<file path="src/rtl/ibuf_vec.sv">
// +----------------------------------------------------------------------------+
// | ibuf_vec : double-buffered input vector buffer for CIM crossbar row drivers |
// | Optional macro IBUF_ZERO_PAD_EN: i_last ends a vector early, zero-padded.   |
// | Rev 1.0 - initial release                                                  |
// +----------------------------------------------------------------------------+
`default_nettype none

module ibuf_vec #(
  parameter int DATA_W = 8,
  parameter int DEPTH  = 5,
  parameter int CNT_W  = $clog2(DEPTH + 1)
) (
  input  logic                    clk,
  input  logic                    rst_n,
  input  logic                    i_valid,
  output logic                    o_ready,
  input  logic [DATA_W-1:0]       i_data,
  input  logic                    i_last,
  output logic                    o_valid,
  input  logic                    i_ready,
  output logic [DEPTH*DATA_W-1:0] o_data,
  output logic [CNT_W-1:0]        o_count
);

  localparam logic [0:0] c_filling = 1'b0;
  localparam logic [0:0] c_full    = 1'b1;
  localparam logic [0:0] c_empty   = 1'b0;
  localparam logic [0:0] c_valid   = 1'b1;

  localparam logic [CNT_W-1:0] c_last_idx = CNT_W'(DEPTH - 1);
  localparam logic [CNT_W-1:0] c_depth    = CNT_W'(DEPTH);

  logic [0:0]              fill_q, fill_d;
  logic [0:0]              out_q, out_d;
  logic [CNT_W-1:0]        count_q, count_d;
  logic [DEPTH*DATA_W-1:0] bank_q, bank_d;
  logic [DEPTH*DATA_W-1:0] obank_q, obank_d;

  logic                    w_accept;
  logic                    w_out_free;
  logic                    w_complete;
  logic                    w_load_direct;
  logic                    w_load_full;
  logic [DEPTH*DATA_W-1:0] w_merged;

  assign w_accept   = i_valid && (fill_q == c_filling);
  assign w_out_free = (out_q == c_empty) || i_ready;

`ifdef IBUF_ZERO_PAD_EN
  assign w_complete = w_accept && ((count_q == c_last_idx) || i_last);
`else
  logic w_unused_last;
  assign w_unused_last = i_last;
  assign w_complete    = w_accept && (count_q == c_last_idx);
`endif

  assign w_load_direct = w_complete && w_out_free;
  assign w_load_full   = (fill_q == c_full) && w_out_free;

  // Fill bank with the incoming word already placed at the current slot
  always_comb begin
    w_merged = bank_q;
    for (int k = 0; k < DEPTH; k++) begin
      if (count_q == CNT_W'(k)) begin
        w_merged[k*DATA_W +: DATA_W] = i_data;
      end
    end
  end

  always_ff @(posedge clk) begin
    if (!rst_n) begin
      fill_q  <= c_filling;
      out_q   <= c_empty;
      count_q <= '0;
    end else begin
      fill_q  <= fill_d;
      out_q   <= out_d;
      count_q <= count_d;
    end
  end

  always_comb begin
    fill_d  = fill_q;
    out_d   = out_q;
    count_d = count_q;
    case (fill_q)
      c_filling: begin
        if (w_complete) begin
          if (w_out_free) begin
            count_d = '0;
          end else begin
            fill_d  = c_full;
            count_d = c_depth;
          end
        end else if (w_accept) begin
          count_d = count_q + 1'b1;
        end
      end
      c_full: begin
        if (w_out_free) begin
          fill_d  = c_filling;
          count_d = '0;
        end
      end
      default: fill_d = c_filling;
    endcase
    if (w_load_direct || w_load_full) begin
      out_d = c_valid;
    end else if ((out_q == c_valid) && i_ready) begin
      out_d = c_empty;
    end
  end

  always_comb begin
    o_ready = (fill_q == c_filling);
    o_valid = (out_q == c_valid);
    o_count = count_q;
    o_data  = obank_q;
  end

  always_comb begin
    bank_d  = bank_q;
    obank_d = obank_q;
    if (w_accept) begin
      bank_d = w_merged;
    end
`ifdef IBUF_ZERO_PAD_EN
    // Clearing on transfer makes unwritten slots of a short vector read as 0
    if (w_load_direct || w_load_full) begin
      bank_d = '0;
    end
`endif
    if (w_load_direct) begin
      obank_d = w_merged;
    end else if (w_load_full) begin
      obank_d = bank_q;
    end
  end

  always_ff @(posedge clk) begin
    if (!rst_n) begin
      bank_q  <= '0;
      obank_q <= '0;
    end else begin
      bank_q  <= bank_d;
      obank_q <= obank_d;
    end
  end

endmodule

`default_nettype wire

</file>
<file path="config.mk">
export PLATFORM = sky130hd
export DESIGN_NAME = ibuf_vec
export DESIGN_NICKNAME = d
export VERILOG_FILES = /design/src/rtl/ibuf_vec.sv
export SDC_FILE = /design/constraint.sdc
export NUM_CORES = 1
export LEC_CHECK = 0
export BUFFER_PORTS_ARGS = -buffer_cell sky130_fd_sc_hd__buf_4
export CORE_AREA = 2 2 69 119
export DETAILED_ROUTE_END_ITERATION = 7
export DIE_AREA = 0 0 71 121
export GPL_TIMING_DRIVEN = 0
export PLACE_DENSITY = 0.77
export SLEW_MARGIN = 10
export SYNTH_ARGS = -nofsm -noshare
export SYNTH_HDL_FRONTEND = slang
export SYNTH_SLANG_ARGS = --single-unit
</file>
<file path="constraint.sdc">
create_clock -name clk -period 1.95 [get_ports clk]
set_input_delay 0.2925 -clock clk [delete_from_list [all_inputs] [get_ports clk]]
set_output_delay 0.2925 -clock clk [all_outputs]
set_load 0.02 [all_outputs]
</file>
# Yosys cells after proc, flatten, opt, wreduce, memory -nomap -nowiden
# Cells that the tools add are included.
[op_classes]
n_addsub = 1
eq_ne = 6
n_mux = 17
bitwise = 2
reduce_logical = 11
[ops]
columns = ["cell", "count"]
rows = [
  ["$mux 40", 2],
  ["$mux 8", 5],
  ["$mux 3", 4],
  ["$eq 3x2->1 const B", 2],
  ["$pmux 3 s2", 1],
  ["$logic_and 1x1->1", 5],
  ["$mux 1", 4],
  ["$reduce_bool 2->1", 2],
  ["$add 3x1->3 const B", 1],
  ["$eq 3x1->1 const B", 1],
  ["$eq 3x3->1 const B", 1],
  ["$logic_not 3->1", 1],
  ["$ne 3x1->1 const B", 1],
  ["$logic_or 1x1->1", 2],
  ["$ne 2x1->1 const B", 1],
  ["$not 1->1", 2],
  ["$pmux 1 s2", 1],
  ["$reduce_and 2->1", 1],
]
[word_totals]
reg_bits = 85
input_bits = 13
output_inout_bits = 45
elab_cells = 42

# Depth between registers and ports, before layout
# Gate-level depths: netlist of the first run.
[logic_depth]
depth_word = 6
mapped_depth = 8
ltp_nobuf = 6

# Worst setup path before layout of the first run
# Ideal clock, no wire load.
[synth_path]
path_type = "register to register"
from = "register count_q[0], in the netlist o_count[0]"
to = "register obank_q[2], in the netlist o_data[2]"
setup_ns = 0.125
arrival_ns = 1.876
required_ns = 1.825
setup_slack_ns = -0.051
path_stages_with_launch = 8
n_path_buf = 1
synth_period_minus_slack_ns = 2.001
cell_sequence = "dfxtp_1 -> inv_1 -> ha_1 -> nor2b_1 -> clkbuf_1 -> mux2_2 -> a222oi_1 -> nor2b_1"
[synth_between]
elab_chain_len = 4
word_cells_on_any_way = 7
cone_classes = "1 x eq/ne; 2 x mux; 4 x reduce/logical"
[synth_rtl]
columns = ["item", "line", "rtl"]
rows = [
  ["start, declared", "35", "logic [CNT_W-1:0] count_q, count_d;"],
  ["start signal, assigned", "78", "count_q <= count_d;"],
  ["$eq 3x3->1", "54", "assign w_complete = w_accept && (count_q == c_last_idx);"],
  ["$logic_and 1x1->1", "54", ""],
  ["$logic_and 1x1->1", "57", "assign w_load_direct = w_complete && w_out_free;"],
  ["$mux 40 or $reduce_bool 2->1 (tied branches)", "--", ""],
  ["end signal, assigned", "146", "obank_q <= obank_d;"],
  ["end, declared", "37", "logic [DEPTH*DATA_W-1:0] obank_q, obank_d;"],
]
# Several ways; a longest one is shown, not always the timed one.
# A chain may end at the register's enable or synchronous reset.

# Final worst setup path of the first run
[layout_path]
from = "register count_q[0], in the netlist o_count[0]"
to = "register obank_q[6], in the netlist o_data[6]"
# The elaborated chain is that of the path after synthesis.

==> results of run 1 <==
[synthesized netlist by cell type]
master and number:
a21boi_0 7, a21oi_1 8, a222oi_1 24, a22o_1 8, a22oi_1 1, a31oi_1 1
and2_0 1, and2_1 3, and3_1 1, and4_1 3, and4b_1 1, buf_1 3
buf_2 8, clkbuf_1 28, dfxtp_1 85, ha_1 5, inv_1 4, mux2_1 3
mux2_2 21, mux2i_1 33, nand2_1 22, nand2b_1 2, nand3_1 1, nand4b_1 1
nor2_1 7, nor2b_1 54, o211a_1 8, o21ai_0 11, o2bb2ai_1 15, o31ai_1 1
or2_1 1, xor2_1 1
[worst max-delay path by stage]
stage / cells past startpoint / from / to / slack [ns]
after detailed placement: 8 / o_count[0] / o_data[39] / -0.15
final: 7 / o_count[0] / o_data[6] / 0.11
after floorplan: 6 / o_count[1] / o_data[22] / 0.06
after global routing: 7 / o_count[0] / o_data[1] / 0.001
after CTS: 8 / o_count[0] / o_data[6] / 0.01
after global placement: 8 / o_count[0] / o_count[2] / -0.13
[logic make-up after synthesis]
kind of cell	share of synthesized area
muxes	0.159
DFF	0.450
AOI/OAI and AO/OA	0.183
buffers and inverters	0.0453
and+or+nand+nor	0.145
xor gates and xnor gates	0.00232
adders and majority gates	0.0165
[flip-flops by register name, summed over array words and instances, names as in the netlist]
name and cells:
o_data 40, o_count 3, o_valid 1, fill_q 1, bank_q 40
[worst register-to-register path, delay by kind of cell, from the launching register on]
| family | cells | cell delay, ns |
|---|---|---|
| compound gates | 1 | 0.30 |
| fa+ha+maj | 1 | 0.17 |
| buf+inv | 2 | 0.30 |
| flops | 1 | 0.37 |
| mux | 1 | 0.35 |
| simple gates | 2 | 0.22 |
[report_power, final]
part | switching, uW | internal (uW)
Clock | 643 | 841
Sequential | 43.0 | 1790
Combinational | 224 | 202
Total | 910 | 2830
[repair_timing]
item / CTS / global route
resized for setup: 10 / 19
endpoints found under the hold margin: 0 / 0
pin swaps: 2 / 5
endpoints found under the setup margin: 40 / 40
[per-layer routing]
layer	vias to the layer above	GRT usage
li1	1472	-
met3	28	0.0507
met5	-	0
met1	1499	0.256
met2	86	0.405
met4	0	0.124
[through the flow]
step           setup TNS, ns  power, uW  hold slack [ns]  setup WS (ns)
2_1_floorplan              0       2160            0.441         0.0568
3_3_place_gp           -2.37       2260            0.448         -0.128
3_5_place_dp           -3.26       2270            0.450         -0.146
4_1_cts                    0       3750            0.329         0.0138
5_1_grt                    0       3880            0.346        0.00104
6_report                   0       3740            0.339          0.110
[cell usage in the layout (no fill, tap or decap), types with 4 or more instances in the layout]
| cell type | count |
|---|---|
| a22o_1 | 8 |
| dfxtp_1 | 83 |
| nand2_1 | 22 |
| buf_4 | 52 |
| clkbuf_1 | 23 |
| ha_1 | 4 |
| mux2i_1 | 33 |
| nor2_1 | 7 |
| mux2_2 | 21 |
| buf_2 | 4 |
| a21oi_1 | 8 |
| o21ai_0 | 11 |
| clkbuf_16 | 9 |
| a222oi_1 | 24 |
| a21boi_0 | 7 |
| o2bb2ai_1 | 15 |
| clkbuf_2 | 4 |
| o211a_1 | 8 |
| nor2b_1 | 53 |
[final cells by class]
cell class,instances,area (um2)
Tap cell,88,110
Sequential cell,85,1710
Clock inverter,3,15.0
Fill cell,659,3060
Timing Repair Buffer,49,368
Clock buffer,11,233
Multi-Input combinational cell,244,1930
Buffer,36,175
Inverter,4,15.0
==> results.sh, run 1 <==
export IMPL_outcome="completed"
export IMPL_syn_area_per_cell_um2=10.2
export IMPL_worstPathRequired_ns=2.17
export IMPL_drc=0
export IMPL_antenna_cells=0
export IMPL_hold_class="in -> reg"
export IMPL_synth_area_leader_cell="dfxtp_1"
export IMPL_synth_cell_types=32
export IMPL_drv_slew=0
export IMPL_grt_antenna_before_repair=0
export IMPL_core_area_mm2=0.00762
export IMPL_layout_drive_gt1_share=0.241
export IMPL_firstDrtPassIters=7
export IMPL_cts_buffers=9
export IMPL_rr_endpoint="o_data[6]"
export IMPL_start_util=0.496
export IMPL_boundaryPins=58
export IMPL_reg2reg_slack_ns=0.11
export IMPL_route_met3_wl_um=359
export IMPL_cts_max_level=3
export IMPL_cp_arrival_ns=2.06
export IMPL_synth_top_area_share=0.450
export IMPL_met2_length_mm=5.01
export IMPL_dpl_cell_area_mm2=0.00426
export IMPL_routed_top_layer="met4"
export IMPL_tightest_slew_ns=0.577
export IMPL_post_cts_buffers=0
export IMPL_crit_chain="inv_2 > ha_4 > nor2b_1 > clkbuf_4 > mux2_2 > a222oi_1 > nor2b_1"
export IMPL_areaGrowthSynthToFinish_pct=20.4
export IMPL_holdBufCountCts=0
export IMPL_cp_start_kind="flip-flop"
export IMPL_overflow=0
export IMPL_cap_violations=0
export IMPL_avgRoutedWirePerCell_um=18.3
export IMPL_setup_viol=0
export IMPL_vias=3085
export IMPL_synth_seq_cells=85
export IMPL_grt_max_degree=13
export IMPL_period_minus_slack_ns=1.84
export IMPL_hpwl_mm=6.56
export IMPL_grt_usage=0.231
export IMPL_dieHeight_um=121
export IMPL_power_leakage_uw=0.00180
export IMPL_grt_pass1_vias=3101
export IMPL_cpPeakStageDelay_ns=0.37
export IMPL_syn_inst=372
export IMPL_netlist_area_mm2=0.00378
export IMPL_cts_sinks=85
export IMPL_whs_path_depth=3
export IMPL_rows=42
export IMPL_postLayoutCoreUtil=0.598
export IMPL_synth_seq_area_share=0.450
export IMPL_rsz0062_at_grt="no"
export IMPL_io_buffers=49
export IMPL_die_w_um=71
export IMPL_endpoint_kind="flip-flop"
export IMPL_cpLargestDelayFamily="flip-flops"
export IMPL_place_gp_congestion=0.899
export IMPL_crit_top_cell="nor2b_1"
export IMPL_stdcell_area_mm2=0.00456
export IMPL_vias_per_cell=5.93
export IMPL_cts_tree="done"
export IMPL_hp_start="i_data[2]"
export IMPL_post_route_period_util=0.944
export IMPL_dieArea_mm2=0.00859
export IMPL_ant_nets=0
export IMPL_numPlacedInstances=509
export IMPL_r2r_cells=7
export IMPL_grt_pass1_wl_mm=15.2
export IMPL_crit_type="reg -> reg"
export IMPL_clkTransAtPathRegs_ns=0.06
export IMPL_hold_viol_final=0
export IMPL_wl_mm=9.53
export IMPL_crit_fanout=8
export IMPL_path_buf_inv=2
export IMPL_r2r_start="o_count[0]"
export IMPL_max_freq_mhz=543
export IMPL_synthesis_nets=390
export IMPL_nNetsFinal=447
export IMPL_clock_skew_ns=0.00600
export IMPL_insertion_delay_ns=0.34
export IMPL_power_density_mw_per_mm2=821
export IMPL_cp_slowest_cell="dfxtp_4"
export IMPL_drtIter0Drc=320
export IMPL_instances_no_fill=520
export IMPL_ys_top_cells_by_area="dfxtp_1, nor2b_1, mux2i_1"
export IMPL_clockBufferDepth=2
export IMPL_vdd_ir_drop_max_mv=0.490
export IMPL_met1Wirelength_mm=3.83
export IMPL_hold_end="bank_q[2]"
export IMPL_yosys_warnings=0
export IMPL_cts_root_buf="clkbuf_16"
export IMPL_max_slew_margin=0.615
No activity file was read; power rests on OpenSTA's default activity.
==> run 2, diff against run 1 <==
--- a/config.mk
+++ b/config.mk
@@ -6,11 +6,13 @@
 export NUM_CORES = 1
 export LEC_CHECK = 0
 export BUFFER_PORTS_ARGS = -buffer_cell sky130_fd_sc_hd__buf_4
-export CORE_AREA = 2 2 69 119
+export CELL_PAD_IN_SITES_DETAIL_PLACEMENT = 0
+export CELL_PAD_IN_SITES_GLOBAL_PLACEMENT = 1
+export CORE_AREA = 2 2 78 136
 export DETAILED_ROUTE_END_ITERATION = 7
-export DIE_AREA = 0 0 71 121
+export DIE_AREA = 0 0 80 138
 export GPL_TIMING_DRIVEN = 0
-export PLACE_DENSITY = 0.77
+export PLACE_DENSITY = 0.76
 export SLEW_MARGIN = 10
 export SYNTH_ARGS = -nofsm -noshare
 export SYNTH_HDL_FRONTEND = slang
==> run 2 against run 1 <==
Net effect: sequential power is essentially flat; final cell count up 7.7%; critical endpoint is now o_data[21]; maximum frequency fell by 1.4%; highest routed layer unchanged.
==> results.sh, run 2 (same netlist as run 1, synthesis figures left out) <==
export IMPL_drtIter0Drc=201
export IMPL_vias=3046
export IMPL_cts_root_buf="clkbuf_16"
export IMPL_tightest_slew_ns=0.578
export IMPL_crit_fanout=8
export IMPL_antenna_cells=0
export IMPL_max_slew_margin=0.615
export IMPL_cts_sinks=85
export IMPL_boundaryPins=58
export IMPL_instances_no_fill=560
export IMPL_die_w_um=80
export IMPL_power_density_mw_per_mm2=857
export IMPL_met2_length_mm=5.45
export IMPL_period_minus_slack_ns=1.87
export IMPL_clkTransAtPathRegs_ns=0.06
export IMPL_worstPathRequired_ns=2.17
export IMPL_io_buffers=49
export IMPL_layout_commonest_cell="dfxtp_1"
export IMPL_hold_viol_final=0
export IMPL_clock_skew_ns=0.00389
export IMPL_cts_tree="done"
export IMPL_cts_max_level=3
export IMPL_crit_type="reg -> reg"
export IMPL_postLayoutCoreUtil=0.464
export IMPL_grt_usage=0.192
export IMPL_post_cts_buffers=0
export IMPL_dieHeight_um=138
export IMPL_insertion_delay_ns=0.34
export IMPL_cp_arrival_ns=2.09
export IMPL_hpwl_mm=7.12
export IMPL_route_met3_wl_um=358
export IMPL_overflow=0
export IMPL_outcome="completed"
export IMPL_nNetsFinal=448
export IMPL_place_gp_congestion=0.822
export IMPL_vdd_ir_drop_max_mv=0.496
export IMPL_ant_nets=0
export IMPL_firstDrtPassIters=6
export IMPL_met1Wirelength_mm=4.22
export IMPL_core_area_mm2=0.0101
export IMPL_grt_pass1_vias=3085
export IMPL_numPlacedInstances=548
export IMPL_endpoint_kind="flip-flop"
export IMPL_drc=0
export IMPL_power_leakage_uw=0.00182
export IMPL_avgRoutedWirePerCell_um=18.4
export IMPL_grt_max_degree=13
export IMPL_rows=49
export IMPL_cts_buffers=9
export IMPL_setup_viol=0
export IMPL_areaGrowthSynthToFinish_pct=23.4
export IMPL_vias_per_cell=5.44
export IMPL_start_util=0.376
export IMPL_most_common_layout_cells="dfxtp_1, nor2b_1, buf_4"
export IMPL_drv_slew=0
export IMPL_cp_start_kind="flip-flop"
export IMPL_dieArea_mm2=0.0110
export IMPL_post_route_period_util=0.957
export IMPL_max_freq_mhz=536
export IMPL_wl_mm=10.3
export IMPL_grt_pass1_wl_mm=16.3
export IMPL_layout_drive_gt1_share=0.245
export IMPL_hold_class="in -> reg"
export IMPL_routed_top_layer="met4"
export IMPL_rsz0062_at_grt="yes"
export IMPL_cap_violations=0
export IMPL_clockBufferDepth=2
export IMPL_holdBufCountCts=0
export IMPL_grt_antenna_before_repair=0
export IMPL_tns_ns=0
-- run 2: cell count changes in the layout (fill, tap and decap cells not counted), moves of 2 or more --
cell / before / now
buf_2: 4 / 6
clkbuf_1: 23 / 21
clkbuf_8: 0 / 3
clkinv_2: 3 / 0
-- run 2: what timing repair did --
item                                    4_1_cts  5_1_grt
gates resized for setup                      12       16
endpoints found under the setup margin       40       41
pin swaps                                     5        4
-- run 2: routing by layer --
metal | track usage | up-vias
met5 | 0 | -
met2 | 0.336 | 64
met1 | 0.225 | 1488
met3 | 0.0339 | 22
met4 | 0.0821 | 0
li1 | - | 1472
-- run 2: worst max-delay path, stage by stage, from the launching register on --
cell      delay [ns]
dfxtp_4         0.37
inv_2           0.08
ha_1            0.17
nor2b_1         0.13
buf_2           0.23
mux2_2          0.36
a222oi_1        0.33
nor2b_1         0.08
-- run 2: worst paths after layout --
path	to	cells after the start	start	slack, ns
setup / recovery	o_data[21]	7	o_count[0]	0.08
hold / removal	bank_q[10]	3	i_data[2]	0.32
setup reg to reg	o_data[21]	7	o_count[0]	0.08
hold reg to reg	bank_q[35]	2	bank_q[35]	0.47
-- run 2: final cells by class --
class	instances	area [um2]
timing repair buffer	49	368
inverter	4	15.0
tap	127	159
fill	1020	5390
clock inverter	1	30.0
multi-input combinational	244	1940
buffer	37	179
sequential	85	1710
clock buffer	13	270
-- run 2: per-stage QoR --
step / total power (uW) / hold WS (ns) / instance area, um2 / setup WS [ns]
CTS: 4020 / 0.326 / 4640 / 0.00175
detailed placement: 2270 / 0.459 / 4310 / -0.181
finish: 4000 / 0.318 / 4670 / 0.0841
global route: 4140 / 0.350 / 4670 / -0.0360
floorplan: 2160 / 0.441 / 3780 / 0.0568
global placement: 2270 / 0.449 / 4310 / -0.179
-- run 2: where the power goes --
group	leakage, uW	internal, uW	switching, uW
Sequential	0.000690	1790	42.3
Clock	0.000148	1080	656
Combinational	0.000986	201	227
==> run 3, diff against run 2 <==
--- a/config.mk
+++ b/config.mk
@@ -5,12 +5,13 @@
 export SDC_FILE = /design/constraint.sdc
 export NUM_CORES = 1
 export LEC_CHECK = 0
+export ABC_AREA = 1
 export BUFFER_PORTS_ARGS = -buffer_cell sky130_fd_sc_hd__buf_4
 export CELL_PAD_IN_SITES_DETAIL_PLACEMENT = 0
 export CELL_PAD_IN_SITES_GLOBAL_PLACEMENT = 1
-export CORE_AREA = 2 2 78 136
+export CORE_AREA = 2 2 81 142
 export DETAILED_ROUTE_END_ITERATION = 7
-export DIE_AREA = 0 0 80 138
+export DIE_AREA = 0 0 83 144
 export GPL_TIMING_DRIVEN = 0
 export PLACE_DENSITY = 0.76
 export SLEW_MARGIN = 10
==> run 3 against run 2 <==
Net effect: synthesized cell count rose by 47%; utilization fell by 3.4 points; worst setup slack improved by 0.092 ns; sequential cell count did not move; global-route usage rose by 0.13 points; highest routed layer unchanged; clock skew rose by 0.0031 ns; first-iteration DRC count rose by 0.50%; final cell count rose by 34%; final area rose by 0.64%; die area rose by 8.3%; synthesized area rose by 0.86%; non-clock buffer count rose by 5.
==> results.sh, run 3 <==
export IMPL_cp_start_kind="flip-flop"
export IMPL_power_leakage_uw=0.00217
export IMPL_p_int_uw=3020
export IMPL_boundaryPins=58
export IMPL_io_buffers=56
export IMPL_insertion_delay_ns=0.34
export IMPL_drv_slew=0
export IMPL_synthesis_nets=565
export IMPL_syn_inst=547
export IMPL_tns_ns=0
export IMPL_syn_area_per_cell_um2=6.97
export IMPL_post_route_period_util=0.910
export IMPL_synth_area_leader_cell="dfxtp_1"
export IMPL_rsz0062_at_grt="no"
export IMPL_max_slew_margin=0.610
export IMPL_layout_commonest_cell="nand2_1"
export IMPL_grt_max_degree=14
export IMPL_avgRoutedWirePerCell_um=15.1
export IMPL_crit_type="reg -> reg"
export IMPL_layout_drive_gt1_share=0.171
export IMPL_seq_power_share=0.461
export IMPL_outcome="completed"
export IMPL_areaGrowthSynthToFinish_pct=23.1
export IMPL_overflow=0
export IMPL_dpl_cell_area_mm2=0.00440
export IMPL_clkTransAtPathRegs_ns=0.06
export IMPL_async_reset_ff_frac=0
export IMPL_rows=51
export IMPL_synth_cell_types=23
export IMPL_worstPathRequired_ns=2.15
export IMPL_power_density_mw_per_mm2=871
export IMPL_reg2reg_slack_ns=0.18
export IMPL_cts_tree="done"
export IMPL_hold_viol_final=0
export IMPL_p_switching_uw=1070
export IMPL_synth_seq_area_share=0.446
export IMPL_most_common_layout_cells="nand2_1, dfxtp_1, o21ai_0"
export IMPL_clock_skew_ns=0.00700
export IMPL_synth_seq_cells=85
export IMPL_crit_fanout=10
export IMPL_cp_arrival_ns=1.98
export IMPL_cts_max_level=3
export IMPL_vias=3756
export IMPL_clockBufferDepth=2
export IMPL_hold_ws_ns=0.251
export IMPL_synth_edf_count=0
export IMPL_preCtsSetupSlack_ns=0.131
export IMPL_max_freq_mhz=564
export IMPL_start_util=0.350
export IMPL_stdcell_area_mm2=0.00470
export IMPL_vias_per_cell=5.00
export IMPL_die_w_um=83
export IMPL_drc=0
export IMPL_p_sw_frac=0.262
export IMPL_hold_class="in -> reg"
export IMPL_combPwrFrac=0.120
export IMPL_vdd_ir_drop_max_mv=0.561
export IMPL_synth_top_flop_cell="dfxtp_1"
export IMPL_holdBufCountCts=0
export IMPL_synth_top_area_share=0.446
export IMPL_synth_common_cells="nand2_1, dfxtp_1, o21ai_0"
export IMPL_setup_ws_ns=0.176
export IMPL_grt_pass1_vias=3525
export IMPL_clock_power_share=0.419
export IMPL_endpoint_kind="flip-flop"
export IMPL_ys_top_cells_by_area="dfxtp_1, nand2_1, o21ai_0"
export IMPL_cts_sinks=85
export IMPL_firstDrtPassIters=5
export IMPL_grt_pass1_wl_mm=18.2
export IMPL_hpwl_mm=8.32
export IMPL_grt_usage=0.194
export IMPL_place_gp_congestion=0.840
export IMPL_netlist_area_mm2=0.00381
export IMPL_setup_viol=0
export IMPL_cap_violations=0
export IMPL_nNetsFinal=632
export IMPL_ant_nets=0
export IMPL_core_area_mm2=0.0109
export IMPL_cts_buffers=9
export IMPL_tightest_slew_ns=0.585
export IMPL_drtIter0Drc=202
export IMPL_yosysMostFrequentCell="nand2_1"
export IMPL_grt_antenna_before_repair=0
export IMPL_antenna_cells=0
export IMPL_wl_mm=11.3
export IMPL_dieHeight_um=144
export IMPL_yosys_warnings=0
export IMPL_cts_root_buf="clkbuf_16"
export IMPL_dieArea_mm2=0.0120
export IMPL_period_minus_slack_ns=1.77
[run 3: changes by cell type in the layout (fill, tap and decap cells not counted), sizes merged, moves of 15 or more]
cell,before,now
o21ai,11,67
nor2b,54,0
clkbuf,38,23
nand3,1,66
buf,61,80
nand2,22,126
a222oi,24,0
mux2,24,0
mux2i,33,0
inv,4,53
o2bb2ai,15,0
nor2,7,57
a21oi,8,51
[run 3: final timing paths]
kind               from    endpoint  cells after the start
max          o_count[1]  o_data[17]                      8
min             i_ready      fill_q                      4
min reg2reg  bank_q[38]  bank_q[38]                      2
max reg2reg  o_count[1]  o_data[17]                      8
[run 3: what timing repair did]
item	CTS	global route
endpoints found under the setup margin	0	22
gates resized for setup	0	1
setup buffers	0	0
[run 3: worst max-delay path: stages (launching register included)]
cell     delay [ns]
dfxtp_1        0.36
inv_1          0.10
ha_1           0.17
nand2_1        0.15
o21ai_4        0.34
nand2_4        0.16
buf_2          0.23
nand2_1        0.08
a21oi_1        0.05
[run 3: power groups by stage]
stage	clock [uW]	combinational [uW]	sequential, uW
after floorplan	0	291	1940
after global placement	0	481	1920
after detailed placement	0	491	1920
after CTS	1750	494	1880
after global routing	1820	558	1890
final	1710	491	1880
[run 3: final cells by class]
class | instances | area, um2
Inverter | 53 | 201
Multi-Input combinational cell | 374 | 1730
Timing Repair Buffer | 56 | 420
Buffer | 35 | 184
Sequential cell | 85 | 1700
Clock buffer | 12 | 246
Tap cell | 132 | 165
Clock inverter | 4 | 47.5
Fill cell | 1144 | 6220
[run 3: cells by family after synthesis]
logic type	synth area share
buf+inv	0.101
compound gates	0.159
flops	0.446
simple gates	0.278
fa+ha+maj	0.0164
[run 3: stage by stage]
stage | utilization | cells | power (uW)
final | 0.430 | 751 | 4090
after global routing | 0.430 | 751 | 4270
after CTS | 0.430 | 751 | 4130
after detailed placement | 0.403 | 735 | 2410
after global placement | 0.403 | 735 | 2400
after floorplan | - | 547 | 2230
[run 3: routing by layer]
| metal | vias up | GRT usage | share of wire | wire length, um |
|---|---|---|---|---|
| met1 | 1754 | 0.216 | 0.40 | 4500 |
| met5 | - | 0 | 0 | 0 |
| met3 | 19 | 0.0348 | 0.041 | 465 |
| met2 | 87 | 0.362 | 0.53 | 6050 |
| met4 | 0 | 0.0777 | 0.027 | 301 |
| li1 | 1896 | - | - | - |
